<file path="config.mk">
export PLATFORM = sky130hd
export DESIGN_NAME = aline_receive_fsm
export DESIGN_NICKNAME = d
export VERILOG_FILES = /design/src/rtl/aline_receive_fsm_pkg.sv /design/src/rtl/aline_rx_fifo.sv /design/src/rtl/aline_receive_fsm.sv
export SDC_FILE = /design/constraint.sdc
export NUM_CORES = 1
export LEC_CHECK = 0
export ABC_AREA = 1
export BUFFER_PORTS_ARGS = -buffer_cell sky130_fd_sc_hd__buf_2
export CAP_MARGIN = 0
export CORE_ASPECT_RATIO = 1.2
export CORE_MARGIN = 2
export CORE_UTILIZATION = 35
export DETAILED_ROUTE_END_ITERATION = 10
export SLEW_MARGIN = 10
export SYNTH_ARGS = -nofsm -noshare
export SYNTH_HDL_FRONTEND = slang
export SYNTH_SLANG_ARGS = --single-unit
</file>
<file path="constraint.sdc">
create_clock -name clk -period 20.9 [get_ports clk]
set_input_delay 2.09 -clock clk [delete_from_list [all_inputs] [get_ports clk]]
set_output_delay 2.09 -clock clk [all_outputs]
set_load 0.03 [all_outputs]
</file>
<file path="src/rtl/aline_receive_fsm_pkg.sv">
// Shared types for the A-line receive path.
// State encodings and the channel-sum width rule.
package aline_receive_fsm_pkg;

  typedef enum logic [2:0] {
    RX_IDLE     = 3'd0,
    LOAD_DELAYS = 3'd1,
    WAIT_TX     = 3'd2,
    BLANK       = 3'd3,
    ACQUIRE     = 3'd4,
    DRAIN       = 3'd5,
    RX_DONE     = 3'd6
  } rx_state_t;

  function automatic int sum_width(
    input int sw,
    input int nc
  );
    return sw + $clog2(nc);
  endfunction

endpackage

</file>
<file path="src/rtl/aline_rx_fifo.sv">
// Show-ahead FIFO for summed A-line words.
// Output reads as zero whenever the FIFO is empty.
module aline_rx_fifo #(
  parameter int WIDTH = 16,
  parameter int DEPTH = 16
) (
  input  logic             clk,
  input  logic             rst,
  input  logic             wr_en,
  input  logic [WIDTH-1:0] wr_data,
  input  logic             rd_en,
  output logic [WIDTH-1:0] rd_data,
  output logic             full,
  output logic             empty,
  output logic             one_left
);

  localparam int AW = $clog2(DEPTH);

  logic [WIDTH-1:0] mem [DEPTH];
  logic [AW:0]      wr_ptr;
  logic [AW:0]      rd_ptr;
  logic [AW:0]      count;
  logic             rd_ok;
  logic             wr_ok;

  assign count    = wr_ptr - rd_ptr;
  assign empty    = (count == '0);
  assign full     = (count == (AW+1)'(DEPTH));
  assign one_left = (count == (AW+1)'(1));
  assign rd_ok    = rd_en && !empty;
  // a pop in the same cycle frees the slot for a push
  assign wr_ok    = wr_en && (!full || rd_ok);
  assign rd_data  = empty ? '0 : mem[rd_ptr[AW-1:0]];

  always_ff @(posedge clk) begin
    if (wr_ok) mem[wr_ptr[AW-1:0]] <= wr_data;
  end

  always_ff @(posedge clk or negedge rst) begin
    if (!rst) begin
      wr_ptr <= '0;
      rd_ptr <= '0;
    end else begin
      if (wr_ok) wr_ptr <= wr_ptr + 1'b1;
      if (rd_ok) rd_ptr <= rd_ptr + 1'b1;
    end
  end

endmodule

</file>
<file path="src/rtl/aline_receive_fsm.sv">
// A-line receive sequencer: blank, gated channel sum,
// then drain through a valid/ready output FIFO.
module aline_receive_fsm
  import aline_receive_fsm_pkg::*;
#(
  parameter int NUM_CHANNELS = 8,
  parameter int SAMPLE_WIDTH = 12,
  parameter int COUNT_WIDTH  = 16,
  parameter int FIFO_DEPTH   = 16,
  localparam int SUM_W = sum_width(SAMPLE_WIDTH, NUM_CHANNELS)
) (
  input  logic                                clk,
  input  logic                                rst,
  input  logic                                input_delay_data,
  input  logic [NUM_CHANNELS-1:0]             used_channels,
  input  logic [NUM_CHANNELS*COUNT_WIDTH-1:0] rx_delays,
  input  logic [COUNT_WIDTH-1:0]              rx_blank,
  input  logic [COUNT_WIDTH-1:0]              num_samples,
  input  logic                                transmit_complete,
  input  logic [NUM_CHANNELS*SAMPLE_WIDTH-1:0] adc_data,
  input  logic                                adc_valid,
  input  logic                                aline_ready,
  output logic [SUM_W-1:0]                    aline_data,
  output logic                                aline_valid,
  output logic                                aline_last,
  output logic                                receive_in_progress,
  output logic                                receive_complete,
  output logic                                overflow
);

  rx_state_t state;

  logic [NUM_CHANNELS-1:0]             cfg_used;
  logic [NUM_CHANNELS*COUNT_WIDTH-1:0] cfg_delays;
  logic [COUNT_WIDTH-1:0]              cfg_blank;
  logic [COUNT_WIDTH-1:0]              cfg_num;
  logic [COUNT_WIDTH-1:0]              blank_cnt;
  logic [COUNT_WIDTH-1:0]              samp_cnt;

  logic             push_q;
  logic             push_last;
  logic [SUM_W-1:0] push_data;
  logic [SUM_W-1:0] sum;

  logic [SUM_W:0] f_rd;
  logic           f_full;
  logic           f_empty;
  logic           f_one;
  logic           pop;

  assign aline_valid = !f_empty;
  assign pop         = aline_valid && aline_ready;
  assign aline_last  = f_rd[SUM_W];
  assign aline_data  = f_rd[SUM_W-1:0];

  // channel c joins once the sample index reaches its delay
  always_comb begin
    sum = '0;
    for (int c = 0; c < NUM_CHANNELS; c++) begin
      if (cfg_used[c] &&
          samp_cnt >= cfg_delays[c*COUNT_WIDTH +: COUNT_WIDTH])
        sum = sum + {
          {(SUM_W-SAMPLE_WIDTH){adc_data[c*SAMPLE_WIDTH+SAMPLE_WIDTH-1]}},
          adc_data[c*SAMPLE_WIDTH +: SAMPLE_WIDTH]
        };
    end
  end

  aline_rx_fifo #(
    .WIDTH(SUM_W+1),
    .DEPTH(FIFO_DEPTH)
  ) u_fifo (
    .clk     (clk),
    .rst     (rst),
    .wr_en   (push_q),
    .wr_data ({push_last, push_data}),
    .rd_en   (aline_ready),
    .rd_data (f_rd),
    .full    (f_full),
    .empty   (f_empty),
    .one_left(f_one)
  );

  always_ff @(posedge clk or negedge rst) begin
    if (!rst) begin
      state               <= RX_IDLE;
      cfg_used            <= '0;
      cfg_delays          <= '0;
      cfg_blank           <= '0;
      cfg_num             <= '0;
      blank_cnt           <= '0;
      samp_cnt            <= '0;
      push_q              <= 1'b0;
      push_last           <= 1'b0;
      push_data           <= '0;
      receive_in_progress <= 1'b0;
      receive_complete    <= 1'b0;
      overflow            <= 1'b0;
    end else begin
      push_q           <= 1'b0;
      receive_complete <= 1'b0;
      if (push_q && f_full && !pop) overflow <= 1'b1;
      unique case (state)
        RX_IDLE: begin
          if (input_delay_data) state <= LOAD_DELAYS;
        end
        LOAD_DELAYS: begin
          cfg_used   <= used_channels;
          cfg_delays <= rx_delays;
          cfg_blank  <= rx_blank;
          cfg_num    <= num_samples;
          overflow   <= 1'b0;
          state      <= WAIT_TX;
        end
        WAIT_TX: begin
          blank_cnt <= '0;
          samp_cnt  <= '0;
          if (transmit_complete) begin
            receive_in_progress <= 1'b1;
            state <= (cfg_blank == '0) ? ACQUIRE : BLANK;
          end
        end
        BLANK: begin
          if (blank_cnt == cfg_blank - 1'b1) state <= ACQUIRE;
          else blank_cnt <= blank_cnt + 1'b1;
        end
        ACQUIRE: begin
          if (samp_cnt == cfg_num) begin
            state <= DRAIN;
          end else if (adc_valid) begin
            push_q    <= 1'b1;
            push_data <= sum;
            push_last <= (samp_cnt == cfg_num - 1'b1);
            samp_cnt  <= samp_cnt + 1'b1;
          end
        end
        DRAIN: begin
          if (!push_q && (f_empty || (f_one && pop))) begin
            receive_in_progress <= 1'b0;
            receive_complete    <= 1'b1;
            state               <= RX_DONE;
          end
        end
        RX_DONE: state <= RX_IDLE;
        default: state <= RX_IDLE;
      endcase
    end
  end

endmodule

</file>
=== Word-level counts from Yosys, hierarchy flattened ===
Memories as Yosys holds them, arrays and structs flattened.
Index checks and enable logic that the tools add are counted.
Widths: inputs -> output; s select.

* Register bits after elaboration: 233
* Latch bits: 0
* Memory bits (writable): 256
* Bits in read-only memories: 0
* Bits of input ports: 270
* Output and inout bits: 20
* Word-level logic and storage cells: 122
* Memories: 1

* Add/subtract/negate cells: 14
* Multiply operators: 0
* Div/mod/pow operators: 0
* $lt $le $gt $ge: 8
* Equal/unequal tests: 18
* Shifts and indexed selects: 0
* Mux-type cells: 33
* Bitwise operators: 1
* Reductions and logical operators: 32

{| class="wikitable"
|+ Memories
! memory !! words !! width !! rd ports !! clocked after Yosys merged registers in !! write ports !! RTL line !! source
|-
| u_fifo.mem || 16 || 16 || 1 || 0 || 1 || aline_rx_fifo.sv:20 || <nowiki>logic [WIDTH-1:0] mem [DEPTH];</nowiki>
|}

{| class="wikitable"
|+ Operators by type and width
! kind !! count
|-
| $ge 16x16->1 || 8
|-
| $mux 15 || 8
|-
| $add 15x15->15 || 7
|-
| $mux 16 || 4
|-
| $pmux 16 s2 || 2
|-
| $eq 16x16->1 || 3
|-
| $add 16x1->16 const B || 2
|-
| $sub 16x1->16 const B || 2
|-
| $mux 3 || 6
|-
| $pmux 3 s6 || 1
|-
| $logic_not 16->1 || 1
|-
| $ne 2x2->1 const B || 8
|-
| $logic_and 1x1->1 || 14
|-
| $mux 1 || 11
|-
| $add 5x1->5 const B || 2
|-
| $reduce_and 3->1 || 3
|-
| $reduce_bool 2->1 || 4
|-
| $eq 3x2->1 const B || 2
|-
| $eq 3x3->1 const B || 2
|-
| $eq 5x1->1 const B || 1
|-
| $eq 5x5->1 const B || 1
|-
| $logic_not 5->1 || 1
|-
| $reduce_and 5->1 || 1
|-
| $sub 5x5->5 || 1
|-
| 7 further kinds || 11
|}

=== Longest topological paths before layout ===
Gate-level depths: netlist of run 1.

* Depth in word-level cells: 17
* Mapped depth: 79
* Gate-level depth less buffers: 79

=== Modules after synthesis ===
From an unflattened synthesis of run 1, not the netlist that was laid out.

* Cells, all modules: 3401
* Area total of the unflattened synthesis: 29218.0 um^2

{| class="wikitable"
|+ By module, submodules not included
! module !! times used !! cells an instance !! area each (um^2) !! seq. area each (um^2)
|-
| aline_receive_fsm || 1 || 2499 || 18163.7 || 5580.4
|-
| aline_rx_fifo || 1 || 902 || 11054.4 || 7937.6
|}

=== Worst setup path before layout of run 1 ===
Ideal clock, no wire load.

* Path type: input to register
* Start: input port adc_data[2]
* End: register push_data[14]
* Setup time: 118 ps
* Arrival time: 9548 ps
* Data required time: 20782 ps
* Setup slack: 11235 ps
* Stages on the path: 61
* Buffers on the path: 0
* Cells stage by stage: nand2_1 > inv_1 > ha_1 > inv_1 > nor2_1 > nor2_1 > nand2_1 > xor2_1 > o21ai_2 > ha_1 > inv_1 > o21bai_1 > a31oi_1 > nor2_1 > o21ai_0 > nand2_1 > or2_2 > nand3_1 > [25 not listed] > inv_1 > o21ai_1 > nand2_1 > o21ai_0 > nand2_1 > ha_1 > nand2_1 > o21ai_1 > nand2_1 > nand2_1 > a21oi_1 > or2_0 > nand3_1 > nand3_1 > nand2_1 > nand3_1 > nand3_1 > nand2_1

* Longest elaborated chain between the ends: 15

{| class="wikitable"
|+ RTL lines
! element !! RTL line !! source
|-
| start, declared || aline_receive_fsm.sv:20 || <nowiki>input logic [NUM_CHANNELS*SAMPLE_WIDTH-1:0] adc_data,</nowiki>
|-
| $mux 15 (*) || aline_receive_fsm.sv:60 || <nowiki>if (cfg_used[c] &&</nowiki>
|-
| $add 15x15->15 || aline_receive_fsm.sv:62 || <nowiki>sum = sum + {</nowiki>
|-
| $mux 15 (*) || aline_receive_fsm.sv:60 ||
|-
| $add 15x15->15 || aline_receive_fsm.sv:62 ||
|-
| $mux 15 (*) || aline_receive_fsm.sv:60 ||
|-
| $add 15x15->15 || aline_receive_fsm.sv:62 ||
|-
| $mux 15 (*) || aline_receive_fsm.sv:60 ||
|-
| $add 15x15->15 || aline_receive_fsm.sv:62 ||
|-
| $mux 15 (*) || aline_receive_fsm.sv:60 ||
|-
| $add 15x15->15 || aline_receive_fsm.sv:62 ||
|-
| $mux 15 (*) || aline_receive_fsm.sv:60 ||
|-
| $add 15x15->15 || aline_receive_fsm.sv:62 ||
|-
| $mux 15 (*) || aline_receive_fsm.sv:60 ||
|-
| $add 15x15->15 || aline_receive_fsm.sv:62 ||
|-
| $mux 15 (*) || aline_receive_fsm.sv:60 ||
|-
| end signal, assigned || aline_receive_fsm.sv:132 || <nowiki>push_data <= sum;</nowiki>
|-
| end, declared || aline_receive_fsm.sv:42 || <nowiki>logic [SUM_W-1:0] push_data;</nowiki>
|}

Mark *: on every way between the ends. The rest lies on a longest branch, timed or not.
A chain may end at the register's enable or synchronous reset.

=== Final worst setup path of run 1 ===
* Start: register samp_cnt[3]
* End: register push_data[14]

* Longest elaborated chain between the ends: 17
* Elaborated cells between the ends (all ways): 34
* Classes of those cells: 7 x add/sub; 8 x order compare; 1 x eq/ne; 8 x mux; 1 x bitwise; 9 x reduce/logical

{| class="wikitable"
|+ RTL lines
! element !! RTL line !! source
|-
| start, declared || aline_receive_fsm.sv:38 || <nowiki>logic [COUNT_WIDTH-1:0] samp_cnt;</nowiki>
|-
| start signal, assigned || aline_receive_fsm.sv:134 || <nowiki>samp_cnt <= samp_cnt + 1'b1;</nowiki>
|-
| $ge 16x16->1 || aline_receive_fsm.sv:61 || <nowiki>samp_cnt >= cfg_delays[c*COUNT_WIDTH +: COUNT_WIDTH])</nowiki>
|-
| $logic_and 1x1->1 || aline_receive_fsm.sv:60 ||
|-
| $mux 15 || aline_receive_fsm.sv:60 ||
|-
| $add 15x15->15 || aline_receive_fsm.sv:62 ||
|-
| $mux 15 || aline_receive_fsm.sv:60 ||
|-
| $add 15x15->15 || aline_receive_fsm.sv:62 ||
|-
| $mux 15 || aline_receive_fsm.sv:60 ||
|-
| $add 15x15->15 || aline_receive_fsm.sv:62 ||
|-
| $mux 15 || aline_receive_fsm.sv:60 ||
|-
| $add 15x15->15 || aline_receive_fsm.sv:62 ||
|-
| $mux 15 || aline_receive_fsm.sv:60 ||
|-
| $add 15x15->15 || aline_receive_fsm.sv:62 ||
|-
| $mux 15 || aline_receive_fsm.sv:60 ||
|-
| $add 15x15->15 || aline_receive_fsm.sv:62 ||
|-
| $mux 15 || aline_receive_fsm.sv:60 ||
|-
| $add 15x15->15 || aline_receive_fsm.sv:62 ||
|-
| $mux 15 || aline_receive_fsm.sv:60 ||
|}

Parallel ways exist; a longest one is shown, timed or not.

==> results.toml, run 1 <==
[placed_design]
buffers_on_ports = 289
gpl.final_weighted_congestion = 0.925
hpwl_um = 62300

[yosys]
ys_async_sr_fraction_pct = 47.6
post_synth.cell_area_avg_sq_um = 8.71
area_share_of_the_largest_cell_type_after_synthesis_pct = 26.3
ys_types = 69
most_instantiated_cells_after_synthesis = "872 x nand2_1, 387 x inv_1, 261 x a21oi_1"
number_of_enable_type_register_cells_in_the_synthesized_netlist = 256
post_synth_instance_area_sq_um = 29200
post-synth-top-area-cell = "edfxtp_1"
synth_seq_cells = 489
synth.top_cells.by_area = "edfxtp_1 26%, dfrtp_1 20%, nand2_1 11%"
yosysMostFrequentCell = "nand2_1"
post_synth_inst_count = 3356
synth_sequential_area_ratio_pct = 46.2
yosys_warn_count = 0
synthFlopType = "edfxtp_1"
synthesis.nets = 3872

[finish]
layout-area-overhead-vs-synth_pct = 15.3
layout_cells_sized_above_1_pct = 14.1
final_net_count = 4143
n_fill_cell = 8420
layout.core_utilization_pct = 40.6

[timing]
worstMarginPinSlew_ps = 1160
post-route-min-period_ps = 11100
drv_slew = 0
setup_viol = 0
tns_ps = 0
min_period_over_period_pct = 53.1
rsz0062_at_grt = "no"
worst_slew_margin_rel_pct = 22.7
maxClockFrequency_mhz = 90.1
worst_clock_skew_ps = 34.2
finalHoldViolations = 0

[global_routing]
pin_count_of_the_biggest_net_entering_global_routing = 111
met1_usage_pct = 25.6
grt_pass1_wl_um = 132000
grt_pass1_vias = 23139
grt_util_all_layers_pct = 20.0
gr-usage-met3_pct = 3.84
gr_met2_demand_resource_pct = 33.8
grt_overflow_total = 0
antenna_found_initial = 24
globalRoute.busiestLayer = "met2"

[worst_hold_path]
hold_path.startpoint = "cfg_used[2]"
hold-path-endpoint = "cfg_used[2]"
hold-path-cell-count = 2
worst_hold_path_type = "reg2reg"

[clock_network]
htreeDepth = 2
clock_tree_from_tritoncts = "built"
inserted_clock_buffers = 52
cts.sinks = 489
clock_insertion_delay_worst_skew_ps = 620
ctsResizeCount = 0
cts_root_buffer = "clkbuf_16"
cts_max_path_buffers = 3
cts-hold-fix-buffers = 0
clk_pin_slew_worst_paths_ps = 60
post-cts-setup-buffers = 0

[detailed_routing]
initialDrtViolationCount = 1451
vias_per_cell = 4.94
totalWireLength_um = 85900
routedWlPerCell_um = 17.9
remaining_drc_errors = 0
vias = 23671
drt.antenna.violating_nets = 0
drt-pass1-iter-count = 6

[setup_path]
rrSetupSlack_ps = 9800
worst_r2r_path_depth = 76
critical_path_required_ps = 21380
critPathKind = "reg2reg"
crit_fanout = 13
timing.critical_path.from_type = "flip-flop"
critical-path-top-cell-by-count = "nand2_1"
worstReg2RegEnd = "push_data[14]"
cpMaxStageDelayCell = "dfrtp_1"
worst-endpoint-arrival_ps = 11580
worstReg2RegStart = "samp_cnt[3]"
critical-path-max-stage-delay_ps = 780
worstSetupEndpointType = "flip-flop"

[die]
chipWidth_um = 268
die_area_sq_um = 85900
die_h_um = 321
boundaryPins = 290
floorplan.core_area_sq_um = 83000
rows = 116
starting_density_pct = 35.2

[run_status]
outcome = "finished, final reports clean"

[power_and_ir_drop]
ir_worst_vdd_v = 0.0000715
powerDensity_nw_per_um2 = 113
power_leakage_nw = 15.9

[flow_run]
cap_viol_max_count = 0
[report_power, final]
group	internal [mW]	switching, mW
clock	0.556	0.391
sequential	1.23	0.137
combinational	0.491	1.00
[flip-flops by register name, indices dropped and copies added, names as in the netlist]
name / count
u_fifo.rd_ptr: 5
push_data: 15
samp_cnt: 16
cfg_num: 16
blank_cnt: 16
push_last: 1
cfg_blank: 16
push_q: 1
receive_in_progress: 1
overflow: 1
state: 3
receive_complete: 1
u_fifo.wr_ptr: 5
u_fifo.mem: 256
cfg_used: 8
cfg_delays: 128
[critical path, delay by kind of cell, from the launching register on]
| kind | cells | cell delay [ps] |
|---|---|---|
| buffers and inverters | 12 | 840 |
| AND/OR/NAND/NOR | 39 | 3890 |
| adder cells (fa/ha/maj) | 8 | 2550 |
| AO/OA/AOI/OAI | 13 | 2280 |
| XOR/XNOR | 4 | 600 |
| flip-flops | 1 | 780 |
[layer usage]
layer	routed length [um]	vias up	share of wire, %
met2	40700	518	47
met5	259	-	0.30
met4	2600	42	3.0
li1	-	11889	-
met1	37600	11063	44
met3	4760	159	5.5
[stage by stage]
step / hold slack (ps) / power [mW] / setup WS [ps] / instances / area, sq um
after floorplan: 442 / 2.42 / 11230 / 3356 / 29200
after global placement: 457 / 2.86 / 10220 / 4694 / 32000
after detailed placement: 459 / 2.89 / 10020 / 4694 / 32000
after CTS: 474 / 3.85 / 9930 / 4788 / 33700
after global routing: 499 / 4.10 / 8660 / 4788 / 33700
final: 474 / 3.81 / 9800 / 4794 / 33700
[cells by family (layout without fill, tap and decap cells)]
group / Yosys count / after routing / synth area share (%)
and+or+nand+nor: 1318 / 1318 / 19.6
AOI/OAI and AO/OA: 679 / 679 / 13.4
buffers and inverters: 511 / 822 / 6.67
DFF: 489 / 489 / 46.2
adders and majority gates: 246 / 246 / 10.7
xor gates and xnor gates: 113 / 113 / 3.39
other: 0 / 6 / 0
[final cells by class]
type / count / area [sq um] / area share, %
Tap cell: 1121 / 1400 / 4.16
Clock inverter: 14 / 230 / 0.683
Multi-Input combinational cell: 2356 / 13800 / 40.9
Timing Repair Buffer: 324 / 1720 / 5.10
Inverter: 404 / 1520 / 4.51
Antenna cell: 6 / 15.0 / 0.0445
Sequential cell: 489 / 13500 / 40.1
Clock buffer: 80 / 1500 / 4.44
[cells in the final DEF, fill, tap and decap left out, drive strengths merged, types with 31 or more instances in the layout]
cell and count:
dfrtp 233, edfxtp 256, a21oi 261, a22oi 32
nand2 890, nand4 31, nand3 153, buf 324
o21ai 266, ha 239, inv 403, nor3 38
xnor2 49, xor2 64, clkbuf 80, nor2 141
[worst max path at each step]
stage                start             to  slack, ps  cells after the start
2_1_floorplan  adc_data[2]  push_data[14]      11230                     61
3_5_place_dp   samp_cnt[3]  push_data[14]      10020                     76
4_1_cts        samp_cnt[3]  push_data[14]       9930                     76
6_report       samp_cnt[3]  push_data[14]       9800                     76
3_3_place_gp   samp_cnt[3]  push_data[14]      10220                     76
5_1_grt        samp_cnt[3]  push_data[14]       8660                     76
No activity file was read; power rests on OpenSTA's default activity.
==> run 2: changes to the inputs <==
==> constraint.sdc (replaced) <==
create_clock -name clk -period 9.4 [get_ports clk]
set_input_delay 0.94 -clock clk [delete_from_list [all_inputs] [get_ports clk]]
set_output_delay 0.94 -clock clk [all_outputs]
set_load 0.03 [all_outputs]
==> run 2 against run 1 <==
Net effect:
- setup slack worse by 9600 ps
- sequential cell count is the same
- clock-buffer cell count is 15 lower
- critical path depth shrank 8
- die area unchanged
- combinational power is 130% higher
==> results.toml, run 2 (synthesis gave the netlist of run 1 again) <==
[detailed_routing]
drt-pass1-iter-count = 5
vias = 24379
remaining_drc_errors = 0
routedWlPerCell_um = 17.5
initialDrtViolationCount = 1415
drt.antenna.violating_nets = 0
vias_per_cell = 4.90
totalWireLength_um = 86900

[finish]
multiInputGateArea_sq_um = 14600
n_fill_cell = 8213
layout-area-overhead-vs-synth_pct = 23.0
most-common-layout-cells = "846 x nand2_1, 375 x inv_1, 288 x buf_2"
layout.area.seq_sq_um = 13500
final_net_count = 4311
largest_reg_flops = 256
layout_cells_sized_above_1_pct = 21.5
layout_commonest_cell = "nand2_1"
finish.instance_area_sq_um = 36000

[setup_path]
worst_setup_path_startpoint = "cfg_delays[9]"
cp.buffers_inverters = 11
critical-path-top-cell-by-count = "nand2_1"
critical_path_required_ps = 9890
cpMaxStageDelayCell = "dfrtp_1"
timing.critical_path.from_type = "flip-flop"
rrSetupSlack_ps = 250
worstSetupEndpointType = "flip-flop"
worst-endpoint-arrival_ps = 9640
crit_fanout = 5
worstReg2RegStart = "cfg_delays[9]"
critical-path-max-stage-delay_ps = 360
critical-path-top-delay-family = "simple AND/OR/NAND/NOR gates"
critPathKind = "reg2reg"

[die]
boundaryPins = 290
rows = 116
floorplan.core_area_sq_um = 83000
die_area_sq_um = 85900
die_h_um = 321
chipWidth_um = 268
starting_density_pct = 35.2

[clock_network]
cts-hold-fix-buffers = 0
clk_pin_slew_worst_paths_ps = 70
cts_root_buffer = "clkbuf_16"
inserted_clock_buffers = 51
clock_insertion_delay_worst_skew_ps = 610
htreeDepth = 2
clock_tree_from_tritoncts = "built"
cts_max_path_buffers = 3
cts.sinks = 489

[placed_design]
buffers_on_ports = 289
gpl.final_weighted_congestion = 0.924
preCtsSetupSlack_ps = -182
detailed_place.area_sq_um = 33100
hpwl_um = 62500

[global_routing]
antenna_found_initial = 40
pin_count_of_the_biggest_net_entering_global_routing = 258
grt_pass1_vias = 24260
grt_util_all_layers_pct = 20.3
grt_overflow_total = 0
grt_pass1_wl_um = 134000

[timing]
setup_ws_ps = 252
worst_slew_margin_rel_pct = 21.8
rsz0062_at_grt = "yes"
post-route-min-period_ps = 9150
setup_viol = 0
drv_slew = 0
worstMarginPinSlew_ps = 1170
worst_clock_skew_ps = 22.1
maxClockFrequency_mhz = 109
min_period_over_period_pct = 97.3
finalHoldViolations = 0

[flow_run]
cap_viol_max_count = 0

[power_and_ir_drop]
powerDensity_nw_per_um2 = 241
ir_worst_vdd_v = 0.000255
power_leakage_nw = 16.9
fin_total_pwr_mw = 8.68

[worst_hold_path]
worst_hold_path_type = "in2async"

[run_status]
outcome = "finished, final reports clean"
[run 2: final timing paths]
path | end | depth (start not counted)
worst max-delay path | push_data[14] | 68
worst min-delay path | cfg_delays[35] | 1
worst max register to register | push_data[14] | 68
worst min register to register | cfg_used[5] | 2
max in group asynchronous | u_fifo.rd_ptr[0] | 2
min in group clk | cfg_used[5] | 2
[run 2: through the flow]
step,hold WS (ps),cells,TNS (ps),util [%]
after floorplan,442,3356,0,-
after global placement,454,4847,0,39.9
after detailed placement,463,4847,-190,39.9
after CTS,380,4946,0,42.2
after global routing,449,4974,-1180,43.3
final,371,4978,0,43.3
[run 2: layout make-up]
| type | count | area share, % |
|---|---|---|
| clock inverter | 31 | 1.19 |
| clock buffer | 65 | 3.98 |
| timing repair buffer | 493 | 8.35 |
| sequential | 489 | 37.6 |
| inverter | 404 | 4.22 |
| antenna | 19 | 0.132 |
| multi-input combinational | 2356 | 40.6 |
| tap | 1121 | 3.90 |
[run 2: metal layers]
metal	vias to the layer above	part of all wire (%)	track usage, %
met5	-	0.28	0
met4	38	3.4	7.60
met1	11363	43	25.7
li1	12221	-	-
met3	187	5.5	3.66
met2	570	48	34.2
[run 2: where the power goes]
| part | leakage [nW] | internal, mW | total [mW] | switching [mW] |
|---|---|---|---|---|
| registers | 5.24 | 2.74 | 3.03 | 0.293 |
| logic | 10.7 | 1.16 | 3.42 | 2.26 |
| clock network | 0.908 | 1.36 | 2.24 | 0.882 |
[run 2: what timing repair did]
action | 4_1_cts | 5_1_grt
hold endpoints to repair | 0 | 0
gates cloned | 0 | 0
setup endpoints to repair | 2 | 7
setup buffers | 3 | 14
gates resized for setup | 10 | 141
pin swaps | 5 | 78
